### config.mk
export PLATFORM = sky130hd
export DESIGN_NAME = tlb_inst_ctrl_flat
export DESIGN_NICKNAME = d
export VERILOG_FILES = /design/src/rtl/tlb_inst_ctrl_pkg.sv /design/src/rtl/tlb_inst_ctrl_if.sv /design/src/rtl/tlb_inst_ctrl.sv /design/src/flat_wrapper.sv
export SDC_FILE = /design/constraint.sdc
export NUM_CORES = 1
export LEC_CHECK = 0
export CAP_MARGIN = 10
export CORE_AREA = 4 4 171 173
export DETAILED_ROUTE_END_ITERATION = 6
export DIE_AREA = 0 0 175 177
export PLACE_DENSITY_LB_ADDON = 0.12
export REMOVE_ABC_BUFFERS = 1
export SYNTH_ARGS = -nofsm -noshare
export SYNTH_HDL_FRONTEND = slang
export SYNTH_SLANG_ARGS = --single-unit
### constraint.sdc
create_clock -name clk -period 4.4 [get_ports clk]
set_clock_uncertainty 0.1 [all_clocks]
set_input_delay 1.32 -clock clk [delete_from_list [all_inputs] [get_ports clk]]
set_output_delay 1.32 -clock clk [all_outputs]
set_load 0.03 [all_outputs]
### src/rtl/tlb_inst_ctrl_pkg.sv
`default_nettype none
// ---------------------------------------------------------------------------
// tlb_inst_ctrl_pkg : opcode defines, FSM states and limits for tlb_inst_ctrl
// Revision 1.0
// ---------------------------------------------------------------------------
`ifndef LSOC1K_TLB_CODE_BIT
`define LSOC1K_TLB_CODE_BIT 5
`define LSOC1K_TLB_TLBWI    5'b00001
`define LSOC1K_TLB_TLBWR    5'b00010
`define LSOC1K_TLB_TLBR     5'b00100
`define LSOC1K_TLB_TLBP     5'b01000
`define LSOC1K_TLB_INVTLB   5'b10000
`endif

package tlb_inst_ctrl_pkg;
   localparam int TLB_CODE_W = `LSOC1K_TLB_CODE_BIT;
   typedef logic [TLB_CODE_W-1:0] tlb_code_t;

   localparam tlb_code_t OP_TLBWI  = `LSOC1K_TLB_TLBWI;
   localparam tlb_code_t OP_TLBWR  = `LSOC1K_TLB_TLBWR;
   localparam tlb_code_t OP_TLBR   = `LSOC1K_TLB_TLBR;
   localparam tlb_code_t OP_TLBP   = `LSOC1K_TLB_TLBP;
   localparam tlb_code_t OP_INVTLB = `LSOC1K_TLB_INVTLB;

   localparam logic [3:0] WDOG_LIMIT = 4'd15;
   localparam logic [4:0] INV_OP_MAX = 5'd6;

   typedef enum logic [1:0] {
      S_IDLE = 2'd0,
      S_REQ  = 2'd1,
      S_WAIT = 2'd2,
      S_WB   = 2'd3
   } state_e;
endpackage
`default_nettype wire

### src/rtl/tlb_inst_ctrl_if.sv
`default_nettype none
// ---------------------------------------------------------------------------
// tlb_inst_ctrl_if : EX / TLB / CSR signal bundle around tlb_inst_ctrl
// Revision 1.0
// ---------------------------------------------------------------------------
interface tlb_inst_ctrl_if;
   import tlb_inst_ctrl_pkg::*;

   logic        ex_valid;
   tlb_code_t   ex_tlb_op;
   logic [4:0]  ex_inv_op;
   logic [9:0]  ex_inv_asid;
   logic [31:0] ex_inv_vaddr;
   logic        ex_flush;
   logic        ex_stall;
   logic        ex_done;
   logic        ex_ine;
   logic        tlb_req;
   tlb_code_t   tlb_op;
   logic [4:0]  c_op;
   logic [9:0]  inv_asid;
   logic [31:0] invtlb_vaddr;
   logic        tlb_recv;
   logic        tlb_finish;
   logic [31:0] tlb_index_in, tlb_entryhi_in, tlb_entrylo0_in, tlb_entrylo1_in, tlb_asid_in;
   logic        csr_index_we, csr_entryhi_we, csr_entrylo0_we, csr_entrylo1_we, csr_asid_we;
   logic [31:0] csr_index_wd, csr_entryhi_wd, csr_entrylo0_wd, csr_entrylo1_wd, csr_asid_wd;
   logic        tlb_timeout;

   modport slave (
      input  ex_valid, ex_tlb_op, ex_inv_op, ex_inv_asid, ex_inv_vaddr, ex_flush,
      input  tlb_recv, tlb_finish,
      input  tlb_index_in, tlb_entryhi_in, tlb_entrylo0_in, tlb_entrylo1_in, tlb_asid_in,
      output ex_stall, ex_done, ex_ine, tlb_req, tlb_op, c_op, inv_asid, invtlb_vaddr,
      output csr_index_we, csr_entryhi_we, csr_entrylo0_we, csr_entrylo1_we, csr_asid_we,
      output csr_index_wd, csr_entryhi_wd, csr_entrylo0_wd, csr_entrylo1_wd, csr_asid_wd,
      output tlb_timeout
   );

   modport master (
      output ex_valid, ex_tlb_op, ex_inv_op, ex_inv_asid, ex_inv_vaddr, ex_flush,
      output tlb_recv, tlb_finish,
      output tlb_index_in, tlb_entryhi_in, tlb_entrylo0_in, tlb_entrylo1_in, tlb_asid_in,
      input  ex_stall, ex_done, ex_ine, tlb_req, tlb_op, c_op, inv_asid, invtlb_vaddr,
      input  csr_index_we, csr_entryhi_we, csr_entrylo0_we, csr_entrylo1_we, csr_asid_we,
      input  csr_index_wd, csr_entryhi_wd, csr_entrylo0_wd, csr_entrylo1_wd, csr_asid_wd,
      input  tlb_timeout
   );
endinterface
`default_nettype wire

### src/rtl/tlb_inst_ctrl.sv
`default_nettype none
// ---------------------------------------------------------------------------
// tlb_inst_ctrl : sequences one EX-stage TLB instruction through the TLB
// Revision 1.0
// ---------------------------------------------------------------------------
module tlb_inst_ctrl
   import tlb_inst_ctrl_pkg::*;
(
   input  logic           clk,
   input  logic           reset,
   tlb_inst_ctrl_if.slave bus
);
   state_e      state_q, state_d;
   tlb_code_t   op_q;
   logic [4:0]  cop_q;
   logic [9:0]  asid_q;
   logic [31:0] vaddr_q;
   logic        kill_q;
   logic [3:0]  wdog_q;
   logic [31:0] index_wd_q, entryhi_wd_q, entrylo0_wd_q, entrylo1_wd_q, asid_wd_q;

   logic w_legal, w_inv_bad, w_accept, w_expired, w_kill, w_wb_ok;

   assign w_legal   = (bus.ex_tlb_op == OP_TLBWI) || (bus.ex_tlb_op == OP_TLBWR) ||
                      (bus.ex_tlb_op == OP_TLBR)  || (bus.ex_tlb_op == OP_TLBP)  ||
                      (bus.ex_tlb_op == OP_INVTLB);
   assign w_inv_bad = (bus.ex_tlb_op == OP_INVTLB) && (bus.ex_inv_op > INV_OP_MAX);
   assign w_accept  = (state_q == S_IDLE) && bus.ex_valid && !bus.ex_flush &&
                      w_legal && !w_inv_bad;
   assign w_expired = (state_q == S_WAIT) && !bus.tlb_finish && (wdog_q == WDOG_LIMIT);
   // A flush in the WB cycle itself must already suppress the write-back
   assign w_kill    = kill_q || bus.ex_flush;
   assign w_wb_ok   = (state_q == S_WB) && !w_kill;

   always_ff @(posedge clk) begin
      if (reset) begin
         state_q       <= S_IDLE;
         op_q          <= '0;
         cop_q         <= '0;
         asid_q        <= '0;
         vaddr_q       <= '0;
         kill_q        <= 1'b0;
         wdog_q        <= '0;
         index_wd_q    <= '0;
         entryhi_wd_q  <= '0;
         entrylo0_wd_q <= '0;
         entrylo1_wd_q <= '0;
         asid_wd_q     <= '0;
      end else begin
         state_q <= state_d;
         if (w_accept) begin
            op_q    <= bus.ex_tlb_op;
            cop_q   <= bus.ex_inv_op;
            asid_q  <= bus.ex_inv_asid;
            vaddr_q <= bus.ex_inv_vaddr;
         end
         if (state_q == S_REQ)
            wdog_q <= '0;
         else if (state_q == S_WAIT)
            wdog_q <= wdog_q + 4'd1;
         if (state_q == S_IDLE)
            kill_q <= 1'b0;
         else if ((state_q == S_WAIT) || (state_q == S_WB))
            kill_q <= w_kill;
         if ((state_q == S_WAIT) && bus.tlb_finish) begin
            index_wd_q    <= bus.tlb_index_in;
            entryhi_wd_q  <= bus.tlb_entryhi_in;
            entrylo0_wd_q <= bus.tlb_entrylo0_in;
            entrylo1_wd_q <= bus.tlb_entrylo1_in;
            asid_wd_q     <= bus.tlb_asid_in;
         end
      end
   end

   always_comb begin
      state_d             = state_q;
      bus.ex_stall        = (state_q != S_IDLE);
      bus.tlb_req         = (state_q == S_REQ);
      bus.ex_ine          = (state_q == S_IDLE) && bus.ex_valid && !bus.ex_flush && w_inv_bad;
      bus.ex_done         = w_wb_ok;
      bus.tlb_timeout     = w_expired;
      bus.csr_index_we    = w_wb_ok && ((op_q == OP_TLBP) || (op_q == OP_TLBR));
      bus.csr_entryhi_we  = w_wb_ok && (op_q == OP_TLBR);
      bus.csr_entrylo0_we = w_wb_ok && (op_q == OP_TLBR);
      bus.csr_entrylo1_we = w_wb_ok && (op_q == OP_TLBR);
      bus.csr_asid_we     = w_wb_ok && (op_q == OP_TLBR);
      case (state_q)
         S_IDLE:  if (w_accept) state_d = S_REQ;
         S_REQ:   if (bus.tlb_recv) state_d = S_WAIT;
                  else if (bus.ex_flush) state_d = S_IDLE;
         S_WAIT:  if (bus.tlb_finish) state_d = S_WB;
                  else if (w_expired) state_d = S_IDLE;
         S_WB:    state_d = S_IDLE;
         default: state_d = S_IDLE;
      endcase
   end

   assign bus.tlb_op         = op_q;
   assign bus.c_op           = cop_q;
   assign bus.inv_asid       = asid_q;
   assign bus.invtlb_vaddr   = vaddr_q;
   assign bus.csr_index_wd   = index_wd_q;
   assign bus.csr_entryhi_wd = entryhi_wd_q;
   assign bus.csr_entrylo0_wd = entrylo0_wd_q;
   assign bus.csr_entrylo1_wd = entrylo1_wd_q;
   assign bus.csr_asid_wd    = asid_wd_q;
endmodule
`default_nettype wire

### src/flat_wrapper.sv
// flat-port wrapper written by rule: the top's interface ports become plain ports
module tlb_inst_ctrl_flat import tlb_inst_ctrl_pkg::*;
  (clk, reset, bus_ex_valid, bus_ex_tlb_op, bus_ex_inv_op, bus_ex_inv_asid, bus_ex_inv_vaddr, bus_ex_flush, bus_tlb_recv, bus_tlb_finish, bus_tlb_index_in, bus_tlb_entryhi_in, bus_tlb_entrylo0_in, bus_tlb_entrylo1_in, bus_tlb_asid_in, bus_ex_stall, bus_ex_done, bus_ex_ine, bus_tlb_req, bus_tlb_op, bus_c_op, bus_inv_asid, bus_invtlb_vaddr, bus_csr_index_we, bus_csr_entryhi_we, bus_csr_entrylo0_we, bus_csr_entrylo1_we, bus_csr_asid_we, bus_csr_index_wd, bus_csr_entryhi_wd, bus_csr_entrylo0_wd, bus_csr_entrylo1_wd, bus_csr_asid_wd, bus_tlb_timeout);
  tlb_inst_ctrl_if bus_i ();
  input  logic clk;
  input  logic reset;
  input wire logic [$bits(bus_i.ex_valid)-1:0] bus_ex_valid;
  input wire logic [$bits(bus_i.ex_tlb_op)-1:0] bus_ex_tlb_op;
  input wire logic [$bits(bus_i.ex_inv_op)-1:0] bus_ex_inv_op;
  input wire logic [$bits(bus_i.ex_inv_asid)-1:0] bus_ex_inv_asid;
  input wire logic [$bits(bus_i.ex_inv_vaddr)-1:0] bus_ex_inv_vaddr;
  input wire logic [$bits(bus_i.ex_flush)-1:0] bus_ex_flush;
  input wire logic [$bits(bus_i.tlb_recv)-1:0] bus_tlb_recv;
  input wire logic [$bits(bus_i.tlb_finish)-1:0] bus_tlb_finish;
  input wire logic [$bits(bus_i.tlb_index_in)-1:0] bus_tlb_index_in;
  input wire logic [$bits(bus_i.tlb_entryhi_in)-1:0] bus_tlb_entryhi_in;
  input wire logic [$bits(bus_i.tlb_entrylo0_in)-1:0] bus_tlb_entrylo0_in;
  input wire logic [$bits(bus_i.tlb_entrylo1_in)-1:0] bus_tlb_entrylo1_in;
  input wire logic [$bits(bus_i.tlb_asid_in)-1:0] bus_tlb_asid_in;
  output wire logic [$bits(bus_i.ex_stall)-1:0] bus_ex_stall;
  output wire logic [$bits(bus_i.ex_done)-1:0] bus_ex_done;
  output wire logic [$bits(bus_i.ex_ine)-1:0] bus_ex_ine;
  output wire logic [$bits(bus_i.tlb_req)-1:0] bus_tlb_req;
  output wire logic [$bits(bus_i.tlb_op)-1:0] bus_tlb_op;
  output wire logic [$bits(bus_i.c_op)-1:0] bus_c_op;
  output wire logic [$bits(bus_i.inv_asid)-1:0] bus_inv_asid;
  output wire logic [$bits(bus_i.invtlb_vaddr)-1:0] bus_invtlb_vaddr;
  output wire logic [$bits(bus_i.csr_index_we)-1:0] bus_csr_index_we;
  output wire logic [$bits(bus_i.csr_entryhi_we)-1:0] bus_csr_entryhi_we;
  output wire logic [$bits(bus_i.csr_entrylo0_we)-1:0] bus_csr_entrylo0_we;
  output wire logic [$bits(bus_i.csr_entrylo1_we)-1:0] bus_csr_entrylo1_we;
  output wire logic [$bits(bus_i.csr_asid_we)-1:0] bus_csr_asid_we;
  output wire logic [$bits(bus_i.csr_index_wd)-1:0] bus_csr_index_wd;
  output wire logic [$bits(bus_i.csr_entryhi_wd)-1:0] bus_csr_entryhi_wd;
  output wire logic [$bits(bus_i.csr_entrylo0_wd)-1:0] bus_csr_entrylo0_wd;
  output wire logic [$bits(bus_i.csr_entrylo1_wd)-1:0] bus_csr_entrylo1_wd;
  output wire logic [$bits(bus_i.csr_asid_wd)-1:0] bus_csr_asid_wd;
  output wire logic [$bits(bus_i.tlb_timeout)-1:0] bus_tlb_timeout;
  assign bus_i.ex_valid = bus_ex_valid;
  assign bus_i.ex_tlb_op = bus_ex_tlb_op;
  assign bus_i.ex_inv_op = bus_ex_inv_op;
  assign bus_i.ex_inv_asid = bus_ex_inv_asid;
  assign bus_i.ex_inv_vaddr = bus_ex_inv_vaddr;
  assign bus_i.ex_flush = bus_ex_flush;
  assign bus_i.tlb_recv = bus_tlb_recv;
  assign bus_i.tlb_finish = bus_tlb_finish;
  assign bus_i.tlb_index_in = bus_tlb_index_in;
  assign bus_i.tlb_entryhi_in = bus_tlb_entryhi_in;
  assign bus_i.tlb_entrylo0_in = bus_tlb_entrylo0_in;
  assign bus_i.tlb_entrylo1_in = bus_tlb_entrylo1_in;
  assign bus_i.tlb_asid_in = bus_tlb_asid_in;
  assign bus_ex_stall = bus_i.ex_stall;
  assign bus_ex_done = bus_i.ex_done;
  assign bus_ex_ine = bus_i.ex_ine;
  assign bus_tlb_req = bus_i.tlb_req;
  assign bus_tlb_op = bus_i.tlb_op;
  assign bus_c_op = bus_i.c_op;
  assign bus_inv_asid = bus_i.inv_asid;
  assign bus_invtlb_vaddr = bus_i.invtlb_vaddr;
  assign bus_csr_index_we = bus_i.csr_index_we;
  assign bus_csr_entryhi_we = bus_i.csr_entryhi_we;
  assign bus_csr_entrylo0_we = bus_i.csr_entrylo0_we;
  assign bus_csr_entrylo1_we = bus_i.csr_entrylo1_we;
  assign bus_csr_asid_we = bus_i.csr_asid_we;
  assign bus_csr_index_wd = bus_i.csr_index_wd;
  assign bus_csr_entryhi_wd = bus_i.csr_entryhi_wd;
  assign bus_csr_entrylo0_wd = bus_i.csr_entrylo0_wd;
  assign bus_csr_entrylo1_wd = bus_i.csr_entrylo1_wd;
  assign bus_csr_asid_wd = bus_i.csr_asid_wd;
  assign bus_tlb_timeout = bus_i.tlb_timeout;
  tlb_inst_ctrl u_core (.clk(clk), .reset(reset), .bus(bus_i));
endmodule
==> summary.md <==
| Metric | Value |
|---|---|
| Crit path capture | bus_csr_entrylo1_we |
| #FFs+latches synth | 219 |
| Final wirelength | 30300 µm |
| Port Buffers | 439 |
| Initial DRC Count | 467 |
| Share of cells above drive strength 1 | 0.0475 |
| CTS H-tree lvls | 1 |
| Crit Path Max Fanout | 4 |
| RSZ-0062 raised after global routing | false |
| Vias in the first global route | 7653 |
| DIE WIDTH | 175 µm |
| Die height | 177 µm |
| Num rows | 61 |
| Area Overhead vs Synth | 67.9% |
| Clk Latency, worst-skew pair | 0.51 ns |
| Reg2reg setup slack | 1.95 ns |
| RR Startpoint | u_core.state_q[1] |
| Mapped Cells | 990 |
| Worst setup path start | bus_ex_flush |
| TritonRoute pass-1 iters | 4 |
| GRT overflow | 0 |
| Met2 routed WL | 14500 µm |
| VDD IR max | 0.000228 V |
| Max Slew Vio Count | 0 |
| Area of the multi-input gates | 3310 µm² |
| CP endpoint kind | output port |
| Post-CTS Setup Inserts | 0 |
| Highest clock rate | 235 MHz |
| Slew HR | 0.445 |
| Worst EP arrival | 2.83 ns |
| Crit path launch type | input port |
| Post-cts hold buffer count | 0 |
| Nets@finish | 1613 |
| Num CTS Buffers | 25 |
| Fillers | 2736 |
| Final period util | 0.966 |
| Worst Hold Launch | u_core.bus.csr_index_wd[19] |
| R2R Path End | u_core.bus.csr_entrylo0_wd[20] |
| Max-cap violations | 0 |
| CTS tree | done |
| Core area | 27600 µm² |
| Worst hold path type | reg -> reg |
| Global Route Usage Sum | 0.184 |
| Global-route wire length before repair | 45300 µm |
| Antenna viol nets, final | 0 |
| Remaining DRCs | 0 |
| Number of synthesized flops with an enable pin | 0 |
| I/O Pins | 440 |
| Tmin final | 4.25 ns |
| Via count | 7867 |
| Max Buffers Root-to-Sink | 3 |
| Synth Warn # | 0 |
| Reg area | 4380 µm² |
| Pwr dens | 349 nW/µm² |
| Total chip power | 0.00474 W |
| WL met1 | 12200 µm |
| Min Hold Slack | 0.351 ns |
| Worst slew pin tran | 0.832 ns |
| Placer Congestion | 0.823 |
| Die area | 31000 µm² |
| Largest net degree at the start of global routing | 167 |
| Reg clk slew, reported paths | 0.06 ns |
| Endpoints failing setup | 0 |
| FF-to-FF path depth | 5 |
| Via density | 4.39 |
| Syn Area/Cell | 8.17 µm² |
| Starting Density | 0.293 |
| Post-detail-place hpwl | 21800 µm |
| Initial antenna violation count | 1 |
| Status | finished clean |
| WL per Instance | 16.9 µm |
| WP data required | 2.98 ns |
| Netlist cell types | 36 |
| Async set or reset register ratio after synthesis | 0 |
| Synthesized area | 8090 µm² |
| TritonCTS Sinks | 219 |
| Final hold violation count | 0 |
| Uppermost layer routed | met4 |
| CP Class | in -> out |
| Root Driver | clkbuf_16 |
| DR WL met3 | 3250 µm |
| Synth Flop Type | dfxtp_1 |
| Sequential element share of the synthesized area | 0.542 |
| CTS resizes | 0 |
| Lkg Pwr | 4.61 nW |
==> metrics by stage <==
step | setup TNS, ns | instance area (µm²) | worst slack, ns | util | cells
after global routing | 0 | 13600 | 0.0619 | 0.492 | 1791
after floorplan | -78.05 | 7680 | -1.89 | - | 914
after CTS | 0 | 13600 | 0.146 | 0.491 | 1790
final | 0 | 13600 | 0.148 | 0.492 | 1791
after detailed placement | 0 | 12700 | 0.173 | 0.460 | 1745
after global placement | 0 | 12700 | 0.196 | 0.460 | 1745
==> synth_stat cells (2+ instances only) <==
cell type	n	area share
buf_2	18	0.011
a22oi_1	2	0.0019
mux2i_1	52	0.064
nor3b_1	4	0.0037
a311oi_2	2	0.0037
buf_4	3	0.0028
nor2_1	7	0.0032
dfxtp_1	219	0.54
a21oi_1	164	0.10
o21ai_0	3	0.0019
buf_1	2	0.00093
nor2b_1	3	0.0023
o211ai_1	2	0.0019
xnor2_1	2	0.0022
nor3_1	4	0.0025
nand2_1	429	0.20
clkbuf_1	47	0.022
buf_12	5	0.012
nand2b_1	3	0.0023
nand3b_1	3	0.0028
==> report_power, final <==
group          leakage (nW)  total, W  internal, W  switching (W)
Sequential             1.77   0.00204      0.00202      0.0000246
Combinational          2.42  0.000517     0.000279       0.000238
Clock                 0.418   0.00218      0.00136       0.000817
==> worst max-delay path: stages <==
cell             delay, ns
clkdlybuf4s50_1       0.47
nor3_1                0.40
nand2_1               0.13
nor3b_1               0.20
buf_4                 0.15
buf_4                 0.15
==> state kept, by name, indices dropped and copies added, names as in the netlist <==
name	count
u_core.bus.tlb_op	5
u_core.bus.csr_entryhi_wd	32
u_core.bus.csr_entrylo1_wd	32
u_core.bus.csr_entrylo0_wd	32
u_core.wdog_q	4
u_core.bus.csr_index_wd	32
u_core.state_q	2
u_core.kill_q	1
u_core.bus.invtlb_vaddr	32
u_core.bus.csr_asid_wd	32
u_core.bus.c_op	5
u_core.bus.inv_asid	10
==> cell type report <==
class / count / area share
repair buffers: 453 / 0.334
flip-flops and latches: 219 / 0.323
multi-input cells: 693 / 0.244
clock buffers: 38 / 0.0533
well taps: 378 / 0.0348
clock inverters: 7 / 0.0101
inverters: 2 / 0.000553
diodes: 1 / 0.000184
==> worst min-delay path by stage <==
stage          depth (start not counted)                          end
6_report                               2  u_core.bus.csr_index_wd[19]
5_1_grt                                2   u_core.bus.csr_asid_wd[16]
4_1_cts                                2   u_core.bus.csr_index_wd[5]
3_5_place_dp                           2  u_core.bus.invtlb_vaddr[18]
3_3_place_gp                           2   u_core.bus.invtlb_vaddr[7]
2_1_floorplan                          2                u_core.kill_q
==> logic make-up (layout without fill, tap and decap cells) <==
group                    Yosys count  count (layout)  synth area share
buffers and inverters             78             500            0.0513
other                              0               1                 0
AO/OA/AOI/OAI                    178             178             0.116
AND/OR/NAND/NOR                  458             458             0.220
adder cells (fa/ha/maj)            1               1           0.00155
multiplexers                      53              53            0.0657
flip-flops                       219             219             0.542
XOR/XNOR                           3               3           0.00325
==> layout by cell type (no fill, tap or decap), types with 4 or more instances in the layout <==
master / count
clkdlybuf4s50_1: 430
nand2_1: 428
dfxtp_1: 219
a21oi_1: 164
mux2i_1: 52
clkbuf_16: 25
buf_4: 18
clkbuf_1: 8
nor2_1: 7
clkbuf_8: 5
buf_12: 5
nor3b_1: 4
nor3_1: 4
bufinv_16: 4
==> layer usage <==
metal,GRT usage,vias up
li1,-,4001
met1,0.218,3520
met2,0.317,313
met3,0.0743,33
met4,0.0360,0
met5,0,-
(Power assumes the default switching activity.)
